$ cat config.mk
export PLATFORM = sky130hd
export DESIGN_NAME = sc_randspawn_sched_flat
export DESIGN_NICKNAME = d
export VERILOG_FILES = /design/src/rtl/sc_randspawn_sched_pkg.sv /design/src/rtl/sc_randspawn_sched_if.sv /design/src/rtl/sc_randspawn_sched_rr_arb.sv /design/src/rtl/sc_randspawn_sched.sv /design/src/flat_wrapper.sv
export SDC_FILE = /design/constraint.sdc
export NUM_CORES = 1
export LEC_CHECK = 0
export ABC_AREA = 1
export CORE_UTILIZATION = 51
export CTS_BUF_LIST = sky130_fd_sc_hd__clkbuf_16
export CTS_CLUSTER_SIZE = 12
export DETAILED_ROUTE_END_ITERATION = 12
export PLACE_DENSITY_LB_ADDON = 0.25
export SLEW_MARGIN = 20
export SYNTH_ARGS = -nofsm -noshare
export SYNTH_HDL_FRONTEND = slang
export SYNTH_HIERARCHICAL = 1
export SYNTH_SLANG_ARGS = --single-unit
export TNS_END_PERCENT = 30
$ cat constraint.sdc
create_clock -name SC_RandSched_CLOCK_50 -period 2.75 [get_ports SC_RandSched_CLOCK_50]
set_input_delay 0.825 -clock SC_RandSched_CLOCK_50 [delete_from_list [all_inputs] [get_ports SC_RandSched_CLOCK_50]]
set_output_delay 0.825 -clock SC_RandSched_CLOCK_50 [all_outputs]
set_load 0.03 [all_outputs]
$ cat src/rtl/sc_randspawn_sched_pkg.sv
// Shared types and constants for the random spawn scheduler.
//   sched_state_e : scheduler FSM states
//   ENEMY / FUEL  : requester indices into the req/ack/grant vectors
//   LANE_W        : lane field width
//   onehot2()     : requester index -> one-hot grant vector
package sc_randsched_pkg;

    typedef enum logic [1:0] {
        ST_IDLE  = 2'd0,
        ST_ARB   = 2'd1,
        ST_GRANT = 2'd2,
        ST_GAP   = 2'd3
    } sched_state_e;

    localparam int ENEMY  = 0;
    localparam int FUEL   = 1;
    localparam int LANE_W = 2;

    function automatic logic [1:0] onehot2(input logic idx);
        return idx ? 2'b10 : 2'b01;
    endfunction

endpackage

$ cat src/rtl/sc_randspawn_sched_if.sv
// Handshake bundle between the gameplay logic (master) and the spawn
// scheduler (slave).
//   SC_RandSched_tick_In       : one-cycle gameplay step strobe
//   SC_RandSched_random_InBUS  : random byte, [1:0] enemy lane, [5:4] fuel lane
//   SC_RandSched_req_InBUS     : spawn requests, [0] enemy, [1] fuel
//   SC_RandSched_ack_InBUS     : per-requester grant acknowledge
//   SC_RandSched_grant_OutBUS  : one-hot grant or 00
//   SC_RandSched_lane_OutBUS   : lane, valid while a grant bit is high
//   SC_RandSched_busy_Out      : scheduler not idle
interface sc_randspawn_sched_if;
    import sc_randsched_pkg::*;

    logic              SC_RandSched_tick_In;
    logic [7:0]        SC_RandSched_random_InBUS;
    logic [1:0]        SC_RandSched_req_InBUS;
    logic [1:0]        SC_RandSched_ack_InBUS;
    logic [1:0]        SC_RandSched_grant_OutBUS;
    logic [LANE_W-1:0] SC_RandSched_lane_OutBUS;
    logic              SC_RandSched_busy_Out;

    modport master (
        output SC_RandSched_tick_In,
        output SC_RandSched_random_InBUS,
        output SC_RandSched_req_InBUS,
        output SC_RandSched_ack_InBUS,
        input  SC_RandSched_grant_OutBUS,
        input  SC_RandSched_lane_OutBUS,
        input  SC_RandSched_busy_Out
    );

    modport slave (
        input  SC_RandSched_tick_In,
        input  SC_RandSched_random_InBUS,
        input  SC_RandSched_req_InBUS,
        input  SC_RandSched_ack_InBUS,
        output SC_RandSched_grant_OutBUS,
        output SC_RandSched_lane_OutBUS,
        output SC_RandSched_busy_Out
    );

endinterface

$ cat src/rtl/sc_randspawn_sched_rr_arb.sv
// Two-way round-robin selector for the spawn scheduler.
//   clk, rst  : clock, synchronous active-high reset (reset | soft clear)
//   req       : request vector, [0] enemy, [1] fuel
//   upd       : a grant was acknowledged this cycle
//   upd_idx   : index of the acknowledged requester
//   win_valid : at least one request is present
//   win_idx   : selected requester index
// The pointer remembers the last acknowledged requester; on a tie the
// other one wins. It resets to FUEL so the first tie goes to the enemy.
module sc_randsched_rr_arb
    import sc_randsched_pkg::*;
(
    input  logic       clk,
    input  logic       rst,
    input  logic [1:0] req,
    input  logic       upd,
    input  logic       upd_idx,
    output logic       win_valid,
    output logic       win_idx
);

    logic ptr_q, ptr_d;

    always_comb begin
        win_valid = |req;
        case (req)
            2'b01:   win_idx = 1'(ENEMY);
            2'b10:   win_idx = 1'(FUEL);
            2'b11:   win_idx = ~ptr_q;
            default: win_idx = 1'(ENEMY);
        endcase
        ptr_d = upd ? upd_idx : ptr_q;
    end

    always_ff @(posedge clk) begin
        if (rst) begin
            ptr_q <= 1'(FUEL);
        end else begin
            ptr_q <= ptr_d;
        end
    end

endmodule

$ cat src/rtl/sc_randspawn_sched.sv
// Random spawn scheduler: arbitrates enemy-car and fuel spawn requests,
// attaches a random lane to each grant and enforces a tick-counted gap
// between grants.
//   SC_RandSched_CLOCK_50     : system clock, rising edge
//   SC_RandSched_RESET_InHigh : synchronous reset, active high (wins over clear)
//   SC_RandSched_clear_InLow  : synchronous soft clear, active low
//   bus                       : sc_randspawn_sched_if slave modport
// Parameter GAP_TICKS (0..255): tick strobes between end of grant and next
// arbitration.
// Build option SC_RANDSCHED_LANE_AVOID_EN: when defined, a lane equal to the
// last granted lane is bumped to (lane+1) mod 4.
//
// state | meaning
// IDLE  | waiting for any request
// ARB   | one cycle: pick winner, capture lane
// GRANT | grant held until the winner acknowledges
// GAP   | counting GAP_TICKS ticks, requests ignored
module sc_randspawn_sched
    import sc_randsched_pkg::*;
#(
    parameter int unsigned GAP_TICKS = 8
)
(
    input  logic               SC_RandSched_CLOCK_50,
    input  logic               SC_RandSched_RESET_InHigh,
    input  logic               SC_RandSched_clear_InLow,
    sc_randspawn_sched_if.slave bus
);

    localparam logic [7:0] GAP_LOAD = 8'(GAP_TICKS);

    sched_state_e      state_q, state_d;
    logic [1:0]        grant_q, grant_d;
    logic [LANE_W-1:0] lane_q, lane_d;
    logic              busy_q, busy_d;
    logic [7:0]        gap_cnt_q, gap_cnt_d;

    logic              soft_rst;
    logic              ack_hit;
    logic              win_valid;
    logic              win_idx;
    logic [LANE_W-1:0] lane_raw;
    logic [LANE_W-1:0] lane_sel;
    logic              unused_rand;

    assign soft_rst    = SC_RandSched_RESET_InHigh | ~SC_RandSched_clear_InLow;
    assign ack_hit     = (state_q == ST_GRANT) && |(bus.SC_RandSched_ack_InBUS & grant_q);
    assign lane_raw    = win_idx ? bus.SC_RandSched_random_InBUS[5:4]
                                 : bus.SC_RandSched_random_InBUS[1:0];
    assign unused_rand = ^{bus.SC_RandSched_random_InBUS[7:6],
                           bus.SC_RandSched_random_InBUS[3:2]};

    sc_randsched_rr_arb u_rr_arb (
        .clk       (SC_RandSched_CLOCK_50),
        .rst       (soft_rst),
        .req       (bus.SC_RandSched_req_InBUS),
        .upd       (ack_hit),
        .upd_idx   (grant_q[FUEL]),
        .win_valid (win_valid),
        .win_idx   (win_idx)
    );

`ifdef SC_RANDSCHED_LANE_AVOID_EN
    logic [LANE_W-1:0] last_lane_q, last_lane_d;

    always_comb begin
        last_lane_d = ack_hit ? lane_q : last_lane_q;
        lane_sel    = (lane_raw == last_lane_q) ? lane_raw + 2'd1 : lane_raw;
    end

    always_ff @(posedge SC_RandSched_CLOCK_50) begin
        if (soft_rst) begin
            last_lane_q <= '0;
        end else begin
            last_lane_q <= last_lane_d;
        end
    end
`else
    assign lane_sel = lane_raw;
`endif

    always_comb begin
        state_d   = state_q;
        grant_d   = grant_q;
        lane_d    = lane_q;
        gap_cnt_d = gap_cnt_q;
        case (state_q)
            ST_IDLE: begin
                if (|bus.SC_RandSched_req_InBUS) state_d = ST_ARB;
            end
            ST_ARB: begin
                if (win_valid) begin
                    state_d = ST_GRANT;
                    grant_d = onehot2(win_idx);
                    lane_d  = lane_sel;
                end else begin
                    state_d = ST_IDLE;
                end
            end
            ST_GRANT: begin
                // A tick arriving with the ack is not counted: the counter
                // is loaded with the full gap here.
                if (ack_hit) begin
                    grant_d = 2'b00;
                    if (GAP_TICKS == 0) begin
                        state_d = ST_IDLE;
                    end else begin
                        state_d   = ST_GAP;
                        gap_cnt_d = GAP_LOAD;
                    end
                end
            end
            ST_GAP: begin
                if (bus.SC_RandSched_tick_In) begin
                    if (gap_cnt_q <= 8'd1) begin
                        gap_cnt_d = 8'd0;
                        state_d   = ST_IDLE;
                    end else begin
                        gap_cnt_d = gap_cnt_q - 8'd1;
                    end
                end
            end
            default: state_d = ST_IDLE;
        endcase
        busy_d = (state_d != ST_IDLE);
    end

    always_ff @(posedge SC_RandSched_CLOCK_50) begin
        if (soft_rst) begin
            state_q   <= ST_IDLE;
            grant_q   <= 2'b00;
            lane_q    <= '0;
            busy_q    <= 1'b0;
            gap_cnt_q <= 8'd0;
        end else begin
            state_q   <= state_d;
            grant_q   <= grant_d;
            lane_q    <= lane_d;
            busy_q    <= busy_d;
            gap_cnt_q <= gap_cnt_d;
        end
    end

    assign bus.SC_RandSched_grant_OutBUS = grant_q;
    assign bus.SC_RandSched_lane_OutBUS  = lane_q;
    assign bus.SC_RandSched_busy_Out     = busy_q;

endmodule
$ cat src/flat_wrapper.sv
// flat-port wrapper written by rule: the top's interface ports become plain ports
module sc_randspawn_sched_flat import sc_randsched_pkg::*;
#(
    parameter int unsigned GAP_TICKS = 8
)
  (SC_RandSched_CLOCK_50, SC_RandSched_RESET_InHigh, SC_RandSched_clear_InLow, bus_SC_RandSched_tick_In, bus_SC_RandSched_random_InBUS, bus_SC_RandSched_req_InBUS, bus_SC_RandSched_ack_InBUS, bus_SC_RandSched_grant_OutBUS, bus_SC_RandSched_lane_OutBUS, bus_SC_RandSched_busy_Out);
  sc_randspawn_sched_if bus_i ();
  input  logic SC_RandSched_CLOCK_50;
  input  logic SC_RandSched_RESET_InHigh;
  input  logic SC_RandSched_clear_InLow;
  input wire logic [$bits(bus_i.SC_RandSched_tick_In)-1:0] bus_SC_RandSched_tick_In;
  input wire logic [$bits(bus_i.SC_RandSched_random_InBUS)-1:0] bus_SC_RandSched_random_InBUS;
  input wire logic [$bits(bus_i.SC_RandSched_req_InBUS)-1:0] bus_SC_RandSched_req_InBUS;
  input wire logic [$bits(bus_i.SC_RandSched_ack_InBUS)-1:0] bus_SC_RandSched_ack_InBUS;
  output wire logic [$bits(bus_i.SC_RandSched_grant_OutBUS)-1:0] bus_SC_RandSched_grant_OutBUS;
  output wire logic [$bits(bus_i.SC_RandSched_lane_OutBUS)-1:0] bus_SC_RandSched_lane_OutBUS;
  output wire logic [$bits(bus_i.SC_RandSched_busy_Out)-1:0] bus_SC_RandSched_busy_Out;
  assign bus_i.SC_RandSched_tick_In = bus_SC_RandSched_tick_In;
  assign bus_i.SC_RandSched_random_InBUS = bus_SC_RandSched_random_InBUS;
  assign bus_i.SC_RandSched_req_InBUS = bus_SC_RandSched_req_InBUS;
  assign bus_i.SC_RandSched_ack_InBUS = bus_SC_RandSched_ack_InBUS;
  assign bus_SC_RandSched_grant_OutBUS = bus_i.SC_RandSched_grant_OutBUS;
  assign bus_SC_RandSched_lane_OutBUS = bus_i.SC_RandSched_lane_OutBUS;
  assign bus_SC_RandSched_busy_Out = bus_i.SC_RandSched_busy_Out;
  sc_randspawn_sched #(.GAP_TICKS(GAP_TICKS)) u_core (.SC_RandSched_CLOCK_50(SC_RandSched_CLOCK_50), .SC_RandSched_RESET_InHigh(SC_RandSched_RESET_InHigh), .SC_RandSched_clear_InLow(SC_RandSched_clear_InLow), .bus(bus_i));
endmodule
==> results.sh, run 1 <==
export IMPL_placement_io_buffers=16
export IMPL_fp_dieH_um=43.7
export IMPL_utilization=0.727
export IMPL_cts_resized_gates=0
export IMPL_grt_total_usage=0.221
export IMPL_fillers=130
export IMPL_synth_avg_cell_area_um2=6.24
export IMPL_cts_max_level=1
export IMPL_clk_pin_slew_worst_paths_ns=0.05
export IMPL_seq_power_share=0.422
export IMPL_p_switching_mw=0.114
export IMPL_wl_per_cell_um=9.89
export IMPL_num_nets_final=181
export IMPL_grt_pass1_wl_mm=3.11
export IMPL_wirelength_mm=1.75
export IMPL_p_leak_nw=0.567
export IMPL_setup_tns_ns=0
export IMPL_num_vias=875
export IMPL_cp_required_ns=1.93
export IMPL_endpoint_kind="output port"
export IMPL_switching_share=0.201
export IMPL_cts_setup_buffers=0
export IMPL_path_class="flip-flop to output port"
export IMPL_seq_area_um2=320
export IMPL_synth_distinct_cells=16
export IMPL_antenna_found_initial=0
export IMPL_post_route_drc_count=0
export IMPL_syn_nets=160
export IMPL_pwr_share_comb=0.092
export IMPL_crit_fanout=4
export IMPL_std_cell_rows=14
export IMPL_globalplace_congestion=0.838
export IMPL_max_stage_delay_ns=0.69
export IMPL_cts_root_buf="clkbuf_16"
export IMPL_arrival_ns=1.29
export IMPL_min_path_type="flip-flop to flip-flop"
export IMPL_io_pins=21
export IMPL_drive_above_1_share=0.0435
export IMPL_worstMarginPinSlew_ns=0.332
export IMPL_relSlewSlack=0.778
export IMPL_period_share=0.770
export IMPL_drt_iter0_markers=28
export IMPL_critPathLaunchType="flip-flop"
export IMPL_drv_slew=0
export IMPL_setup_viol=0
export IMPL_via_per_inst=4.94
export IMPL_yosysSeqAreaShare=0.362
export IMPL_rsz0062_at_grt="no"
export IMPL_initial_core_util=0.568
export IMPL_worst_path_max_delay_cell="clkdlybuf4s50_1"
export IMPL_dpl_hpwl_mm=1.31
export IMPL_clockBufferDepth=2
export IMPL_dieArea_um2=1910
export IMPL_maxCapViolCount=0
export IMPL_cts_hold_buf=0
export IMPL_fmax_ghz=0.473
export IMPL_period_needed_ns=2.12
export IMPL_fp_coreArea_um2=1560
export IMPL_cts_buffers=3
export IMPL_path_cells="clkdlybuf4s50_1"
export IMPL_ys_warn_count=6
export IMPL_grt_overflow=0
export IMPL_netlist_instances=142
export IMPL_status="finished clean"
export IMPL_clk_insertion_delay_late_ns=0.24
export IMPL_hold_violations=0
export IMPL_power_density_nw_per_um2=501
export IMPL_p_clk_frac=0.486
export IMPL_syn_area_um2=886
export IMPL_p_int_mw=0.454
export IMPL_die_w_um=43.7
export IMPL_grt_pass1_vias=777
export IMPL_multiInputGateArea_um2=453
export IMPL_skew_ns=0.00172
export IMPL_syn_to_final_growth_pct=28.0
export IMPL_grt_max_degree=16
export IMPL_dp_slack_ns=0.614
export IMPL_cpLargestDelayFamily="buffers and inverters"
export IMPL_ys_ff_latch=16
export IMPL_cp_num_buf_inv=1
export IMPL_cts_tree="built"
export IMPL_diodes=0
export IMPL_ir_drop_v=0.000409
export IMPL_setup_ws_ns=0.634
export IMPL_postRouteAntennaNets=0
export IMPL_cts_sinks=16
export IMPL_dr_pass1_iters=4
power groups by stage:
stage          logic [mW]  clock network (mW)  registers, mW
6_report           0.0520               0.276          0.240
5_1_grt            0.0578               0.289          0.240
4_1_cts            0.0518               0.284          0.240
3_5_place_dp       0.0510                   0          0.244
3_3_place_gp       0.0504                   0          0.244
2_1_floorplan      0.0194                   0          0.249
final cells by class:
| type | instances | area share |
|---|---|---|
| multi-input cells | 99 | 0.400 |
| flip-flops and latches | 16 | 0.283 |
| repair buffers | 17 | 0.148 |
| inverters | 26 | 0.0861 |
| clock buffers | 3 | 0.0662 |
| well taps | 16 | 0.0177 |
per-stage QoR:
step,std cells,hold WS [ns],power (mW),cell area (um2)
2_1_floorplan,142,0.428,0.268,886
6_report,177,0.458,0.568,1130
3_3_place_gp,174,0.445,0.295,1060
5_1_grt,177,0.510,0.587,1130
4_1_cts,177,0.471,0.575,1130
3_5_place_dp,174,0.459,0.295,1060
per-layer routing:
metal	wire (um)	vias to the layer above	GRT usage	share of wire
met5	0	-	0	0
met2	798	28	0.355	0.46
li1	-	476	-	-
met3	86	4	0.0375	0.049
met4	36	0	0.119	0.021
met1	830	367	0.280	0.47
final timing paths:
check        cells past startpoint                                     from  slack, ns                               end
max reg2reg                      9                      u_core/gap_cnt_q[0]       1.24               u_core/gap_cnt_q[2]
min reg2reg                      2                    u_core/u_rr_arb/ptr_q       0.46             u_core/u_rr_arb/ptr_q
max                              1  u_core/bus.SC_RandSched_grant_OutBUS[1]       0.63  bus_SC_RandSched_grant_OutBUS[1]
min                              2                    u_core/u_rr_arb/ptr_q       0.46             u_core/u_rr_arb/ptr_q
state kept, by name (all words and copies together) (netlist names):
register and flops:
u_core/gap_cnt_q 8, u_core/bus.SC_RandSched_grant_OutBUS 2, u_core/bus.SC_RandSched_lane_OutBUS 2, u_core/state_q 2
u_core/bus.SC_RandSched_busy_Out 1, u_core/u_rr_arb/ptr_q 1
placed cells by master (no fill, tap or decap), drive strengths merged:
cell and count:
o21ai 8, nor3 1, nand3b 1, ha 2, a31oi 2, buf 1
clkdlybuf4s50 16, or2 1, clkbuf 3, a21oi 4, dfxtp 16, nor2 21
inv 26, nand3 12, a21boi 1, nand2 46
logic make-up after synthesis:
family / after synthesis / share of synthesized area
compound gates: 15 / 0.0904
fa+ha+maj: 2 / 0.0282
buf+inv: 27 / 0.127
flops: 16 / 0.362
simple gates: 82 / 0.393
cells in the mapped netlist:
| master | instances | area [um2] |
|---|---|---|
| nor2_1 | 21 | 78.8 |
| nand3b_1 | 1 | 7.51 |
| nor3_1 | 1 | 5.00 |
| a21oi_1 | 4 | 20.0 |
| dfxtp_1 | 16 | 320 |
| nand3_1 | 12 | 60.1 |
| a31oi_1 | 2 | 12.5 |
| or2_1 | 1 | 6.26 |
| a21boi_1 | 1 | 7.51 |
| nand2_1 | 43 | 161 |
| nand2_2 | 1 | 6.26 |
| nand2_4 | 2 | 22.5 |
| ha_1 | 2 | 25.0 |
| inv_1 | 26 | 97.6 |
| o21ai_0 | 8 | 40.0 |
| buf_8 | 1 | 15.0 |
No activity file was read; power rests on OpenSTA's default activity.
==> run 2, diff against run 1 <==
--- a/config.mk
+++ b/config.mk
@@ -6,7 +6,7 @@
 export NUM_CORES = 1
 export LEC_CHECK = 0
 export ABC_AREA = 1
-export CORE_UTILIZATION = 51
+export CORE_UTILIZATION = 43
 export CTS_BUF_LIST = sky130_fd_sc_hd__clkbuf_16
 export CTS_CLUSTER_SIZE = 12
 export DETAILED_ROUTE_END_ITERATION = 12
==> constraint.sdc (replaced) <==
create_clock -name SC_RandSched_CLOCK_50 -period 1.9 [get_ports SC_RandSched_CLOCK_50]
set_input_delay 0.57 -clock SC_RandSched_CLOCK_50 [delete_from_list [all_inputs] [get_ports SC_RandSched_CLOCK_50]]
set_output_delay 0.57 -clock SC_RandSched_CLOCK_50 [all_outputs]
set_load 0.03 [all_outputs]
==> run 2 against run 1 <==
Against the previous run: flip-flop and latch count unchanged; global-route usage shrank 2.8 points; routed wire length is 6.3% higher; clock power rose by 43%; final cell count increased by 7.3%; cell area rose by 2.5%; sequential power grew 45%; power rose by 44%; die area up 18%; worst hold slack better by 0.030 ns; via count is 0.69% higher.
==> results.sh, run 2 (same netlist as run 1, synthesis figures left out) <==
export IMPL_post_route_drc_count=0
export IMPL_critPathLaunchType="flip-flop"
export IMPL_cp_num_buf_inv=1
export IMPL_largest_register_ff_count=8
export IMPL_top_register="u_core/gap_cnt_q"
export IMPL_seq_area_um2=320
export IMPL_cts_setup_buffers=0
export IMPL_num_vias=881
export IMPL_grt_max_degree=12
export IMPL_ir_drop_v=0.000504
export IMPL_grt_pass1_wl_mm=3.08
export IMPL_setup_tns_ns=0
export IMPL_cts_max_level=1
export IMPL_std_cell_rows=16
export IMPL_cts_resized_gates=0
export IMPL_rsz0062_at_grt="no"
export IMPL_status="finished clean"
export IMPL_final_common_cell="nand2_1"
export IMPL_clockBufferDepth=2
export IMPL_endpoint="bus_SC_RandSched_grant_OutBUS[1]"
export IMPL_p_leak_nw=0.577
export IMPL_fmax_ghz=0.536
export IMPL_switching_share=0.196
export IMPL_timing_rr_end="u_core/gap_cnt_q[7]"
export IMPL_r2r_cells=9
export IMPL_antenna_found_initial=0
export IMPL_grt_total_usage=0.193
export IMPL_arrival_ns=1.30
export IMPL_wirelength_mm=1.86
export IMPL_cp_required_ns=1.33
export IMPL_placement_io_buffers=16
export IMPL_fp_coreArea_um2=1940
export IMPL_p_switching_mw=0.160
export IMPL_r2r_start="u_core/gap_cnt_q[0]"
export IMPL_dieArea_um2=2250
export IMPL_path_class="flip-flop to output port"
export IMPL_pwr_share_comb=0.093
export IMPL_drt_iter0_markers=28
export IMPL_multiInputGateArea_um2=453
export IMPL_clk_pin_slew_worst_paths_ns=0.05
export IMPL_final_cell_mix="nand2_1 (43), inv_1 (26), nor2_1 (21)"
export IMPL_cts_root_buf="clkbuf_16"
export IMPL_max_stage_delay_ns=0.69
export IMPL_cp_startpoint="u_core/bus.SC_RandSched_grant_OutBUS[1]"
export IMPL_cts_buffers=3
export IMPL_cts_sinks=16
export IMPL_crit_fanout=4
export IMPL_fp_dieH_um=47.4
export IMPL_dr_pass1_iters=4
export IMPL_hold_ws_ns=0.488
export IMPL_grt_pass1_vias=742
export IMPL_wl_per_cell_um=9.79
export IMPL_fillers=198
export IMPL_cts_tree="built"
export IMPL_cts_hold_buf=0
export IMPL_drive_above_1_share=0.0552
export IMPL_stdcell_area_um2=1160
export IMPL_seq_power_share=0.425
export IMPL_setup_viol=0
export IMPL_dpl_hpwl_mm=1.36
export IMPL_utilization=0.599
export IMPL_worstMarginPinSlew_ns=0.305
export IMPL_syn_to_final_growth_pct=31.2
export IMPL_setup_ws_ns=0.0340
export IMPL_via_per_inst=4.64
export IMPL_grt_overflow=0
export IMPL_cp_num_cells=1
export IMPL_io_pins=21
export IMPL_clk_insertion_delay_late_ns=0.24
export IMPL_place_area_um2=1090
export IMPL_power_density_nw_per_um2=703
export IMPL_cpLargestDelayFamily="buffers and inverters"
export IMPL_maxCapViolCount=0
export IMPL_num_nets_final=183
export IMPL_relSlewSlack=0.796
export IMPL_globalplace_congestion=0.732
export IMPL_postRouteAntennaNets=0
export IMPL_p_int_mw=0.657
export IMPL_dp_slack_ns=0.0647
export IMPL_period_needed_ns=1.87
export IMPL_p_clk_frac=0.482
export IMPL_rrSetupSlack_ns=0.34
export IMPL_drv_slew=0
export IMPL_hold_violations=0
export IMPL_die_w_um=47.4
export IMPL_skew_ns=0.000667
export IMPL_min_path_type="flip-flop to flip-flop"
export IMPL_initial_core_util=0.456
export IMPL_path_cells="clkdlybuf4s50_1"
export IMPL_worst_path_max_delay_cell="clkdlybuf4s50_1"
export IMPL_diodes=0
export IMPL_period_share=0.982
export IMPL_endpoint_kind="output port"
## run 2: cell types whose count changed in the layout (fill, tap and decap cells not counted)
cell | before | now
buf_4 | 1 | 3
## run 2: worst min-delay path by stage
stage	start	slack (ns)	cells after the start	to
6_report	u_core/u_rr_arb/ptr_q	0.49	2	u_core/u_rr_arb/ptr_q
5_1_grt	u_core/u_rr_arb/ptr_q	0.52	2	u_core/u_rr_arb/ptr_q
4_1_cts	u_core/u_rr_arb/ptr_q	0.49	2	u_core/u_rr_arb/ptr_q
3_5_place_dp	u_core/u_rr_arb/ptr_q	0.48	2	u_core/u_rr_arb/ptr_q
3_3_place_gp	u_core/u_rr_arb/ptr_q	0.46	2	u_core/u_rr_arb/ptr_q
2_1_floorplan	u_core/u_rr_arb/ptr_q	0.43	2	u_core/u_rr_arb/ptr_q
## run 2: area by class of cell
class | count | area share
flip-flops and latches | 16 | 0.276
inverters | 26 | 0.0840
repair buffers | 19 | 0.157
multi-input cells | 99 | 0.390
well taps | 27 | 0.0291
clock buffers | 3 | 0.0646
## run 2: through the flow
stage / std cells / total power, mW
after floorplan: 142 / 0.388
after global placement: 187 / 0.428
after detailed placement: 187 / 0.428
after CTS: 190 / 0.826
after global routing: 190 / 0.850
final: 190 / 0.817
## run 2: power by group through the flow
stage | logic (mW) | clock network [mW] | registers, mW
detailed placement | 0.0747 | 0 | 0.353
floorplan | 0.0280 | 0 | 0.360
global placement | 0.0746 | 0 | 0.353
global route | 0.0844 | 0.418 | 0.347
finish | 0.0759 | 0.394 | 0.347
CTS | 0.0762 | 0.403 | 0.347
## run 2: metal layers
layer / vias to the layer above / wire length (um) / GRT usage
met5: - / 0 / 0
met4: 0 / 8 / 0.0514
met3: 2 / 48 / 0.0346
met2: 10 / 888 / 0.279
met1: 391 / 915 / 0.288
li1: 478 / - / -
==> run 3, diff against run 2 <==
--- a/config.mk
+++ b/config.mk
@@ -11,6 +11,7 @@
 export CTS_CLUSTER_SIZE = 12
 export DETAILED_ROUTE_END_ITERATION = 12
 export PLACE_DENSITY_LB_ADDON = 0.25
+export SETUP_SLACK_MARGIN = 0.15
 export SLEW_MARGIN = 20
 export SYNTH_ARGS = -nofsm -noshare
 export SYNTH_HDL_FRONTEND = slang
==> run 3 against run 2 <==
Against the previous run: die area stayed put; setup slack improved by 0.079 ns; global-route usage is 0.078 points higher; sequential power about the same; flip-flop and latch count is the same; critical path type unchanged.
==> results.sh, run 3 (same netlist as run 1, synthesis figures left out) <==
export IMPL_ir_drop_v=0.000507
export IMPL_r2r_cells=9
export IMPL_die_w_um=47.4
export IMPL_fp_coreArea_um2=1940
export IMPL_arrival_ns=1.22
export IMPL_largest_register_ff_count=8
export IMPL_cts_sinks=16
export IMPL_setup_viol=0
export IMPL_cpLargestDelayFamily="buffers and inverters"
export IMPL_setup_tns_ns=0
export IMPL_dieArea_um2=2250
export IMPL_cp_required_ns=1.33
export IMPL_clockBufferDepth=2
export IMPL_fp_dieH_um=47.4
export IMPL_worst_path_max_delay_cell="clkdlybuf4s50_1"
export IMPL_postRouteAntennaNets=0
export IMPL_std_cell_rows=16
export IMPL_multiInputGateArea_um2=453
export IMPL_post_route_drc_count=0
export IMPL_fillers=199
export IMPL_dr_pass1_iters=4
export IMPL_clk_pin_slew_worst_paths_ns=0.05
export IMPL_setup_ws_ns=0.113
export IMPL_grt_max_degree=12
export IMPL_io_pins=21
export IMPL_cts_root_buf="clkbuf_16"
export IMPL_antenna_found_initial=0
export IMPL_grt_overflow=0
export IMPL_num_nets_final=183
export IMPL_cp_num_cells=1
export IMPL_cts_tree="built"
export IMPL_drt_iter0_markers=34
export IMPL_critPathLaunchType="flip-flop"
export IMPL_final_cell_mix="nand2_1 (43), inv_1 (26), nor2_1 (21)"
export IMPL_crit_fanout=1
export IMPL_endpoint_kind="output port"
export IMPL_skew_ns=0.00114
export IMPL_cts_buffers=3
export IMPL_max_stage_delay_ns=0.66
export IMPL_grt_total_usage=0.193
export IMPL_rsz0062_at_grt="yes"
export IMPL_drive_above_1_share=0.0552
export IMPL_min_path_type="flip-flop to flip-flop"
export IMPL_power_density_nw_per_um2=697
export IMPL_fmax_ghz=0.560
export IMPL_num_vias=873
export IMPL_status="finished clean"
export IMPL_dpl_hpwl_mm=1.36
export IMPL_grt_pass1_vias=745
export IMPL_drv_slew=0
export IMPL_hold_depth=2
export IMPL_path_cells="clkdlybuf4s50_1"
export IMPL_path_class="flip-flop to output port"
export IMPL_final_common_cell="nand2_1"
export IMPL_clk_insertion_delay_late_ns=0.24
export IMPL_period_needed_ns=1.79
export IMPL_diodes=0
export IMPL_syn_to_final_growth_pct=31.9
export IMPL_p_leak_nw=0.636
export IMPL_placement_io_buffers=16
export IMPL_grt_pass1_wl_mm=3.09
export IMPL_dp_slack_ns=0.0647
export IMPL_cts_max_level=1
export IMPL_via_per_inst=4.59
export IMPL_top_register="u_core/gap_cnt_q"
export IMPL_wl_per_cell_um=10.1
export IMPL_wirelength_mm=1.92
export IMPL_worstMarginPinSlew_ns=0.318
export IMPL_period_share=0.941
export IMPL_maxCapViolCount=0
export IMPL_cp_num_buf_inv=1
export IMPL_hold_violations=0
export IMPL_initial_core_util=0.456
export IMPL_seq_area_um2=320
export IMPL_relSlewSlack=0.788
export IMPL_globalplace_congestion=0.732
[run 3: cell types whose count changed in the layout (fill, tap and decap cells not counted), sizes merged]
cell and change:
dlygate4sd2 +1, dlymetal6s2s +3, clkdlybuf4s50 -4
[run 3: final timing paths]
kind / from / end / slack (ns)
max: u_core/bus.SC_RandSched_busy_Out / bus_SC_RandSched_busy_Out / 0.11
min reg2reg: u_core/u_rr_arb/ptr_q / u_core/u_rr_arb/ptr_q / 0.49
max reg2reg: u_core/gap_cnt_q[0] / u_core/gap_cnt_q[7] / 0.33
min: u_core/u_rr_arb/ptr_q / u_core/u_rr_arb/ptr_q / 0.49
[run 3: layer usage]
metal / track usage / routed length (um) / up-vias
met5: 0 / 0 / -
met1: 0.291 / 934 / 374
li1: - / - / 479
met3: 0.0346 / 69 / 2
met4: 0.0514 / 7 / 0
met2: 0.279 / 910 / 18
[run 3: timing repair]
| action | 4_1_cts | 5_1_grt |
|---|---|---|
| endpoints found under the setup margin | 5 | 10 |
| pin swaps | 0 | 0 |
| resized for setup | 1 | 3 |
| buffers inserted | 0 | 0 |
| gates cloned | 0 | 0 |
| hold buffers | 0 | 0 |
[run 3: final cells by class]
type,instances,share of cell area
Clock buffer,3,0.0642
Tap cell,27,0.0289
Multi-Input combinational cell,99,0.388
Inverter,26,0.0835
Sequential cell,16,0.274
Timing Repair Buffer,19,0.162
[run 3: metrics by stage]
stage | hold slack (ns) | cell area, um2 | cells | power, mW | utilization
2_1_floorplan | 0.428 | 886 | 142 | 0.388 | -
3_3_place_gp | 0.462 | 1090 | 187 | 0.428 | 0.560
3_5_place_dp | 0.477 | 1090 | 187 | 0.428 | 0.560
4_1_cts | 0.488 | 1160 | 190 | 0.826 | 0.598
5_1_grt | 0.518 | 1170 | 190 | 0.849 | 0.602
6_report | 0.490 | 1170 | 190 | 0.815 | 0.602
[run 3: report_power, final]
part	leakage, nW	internal [mW]	switching, mW
sequential	0.130	0.343	0.00447
clock	0.0370	0.275	0.117
combinational	0.469	0.0382	0.0373
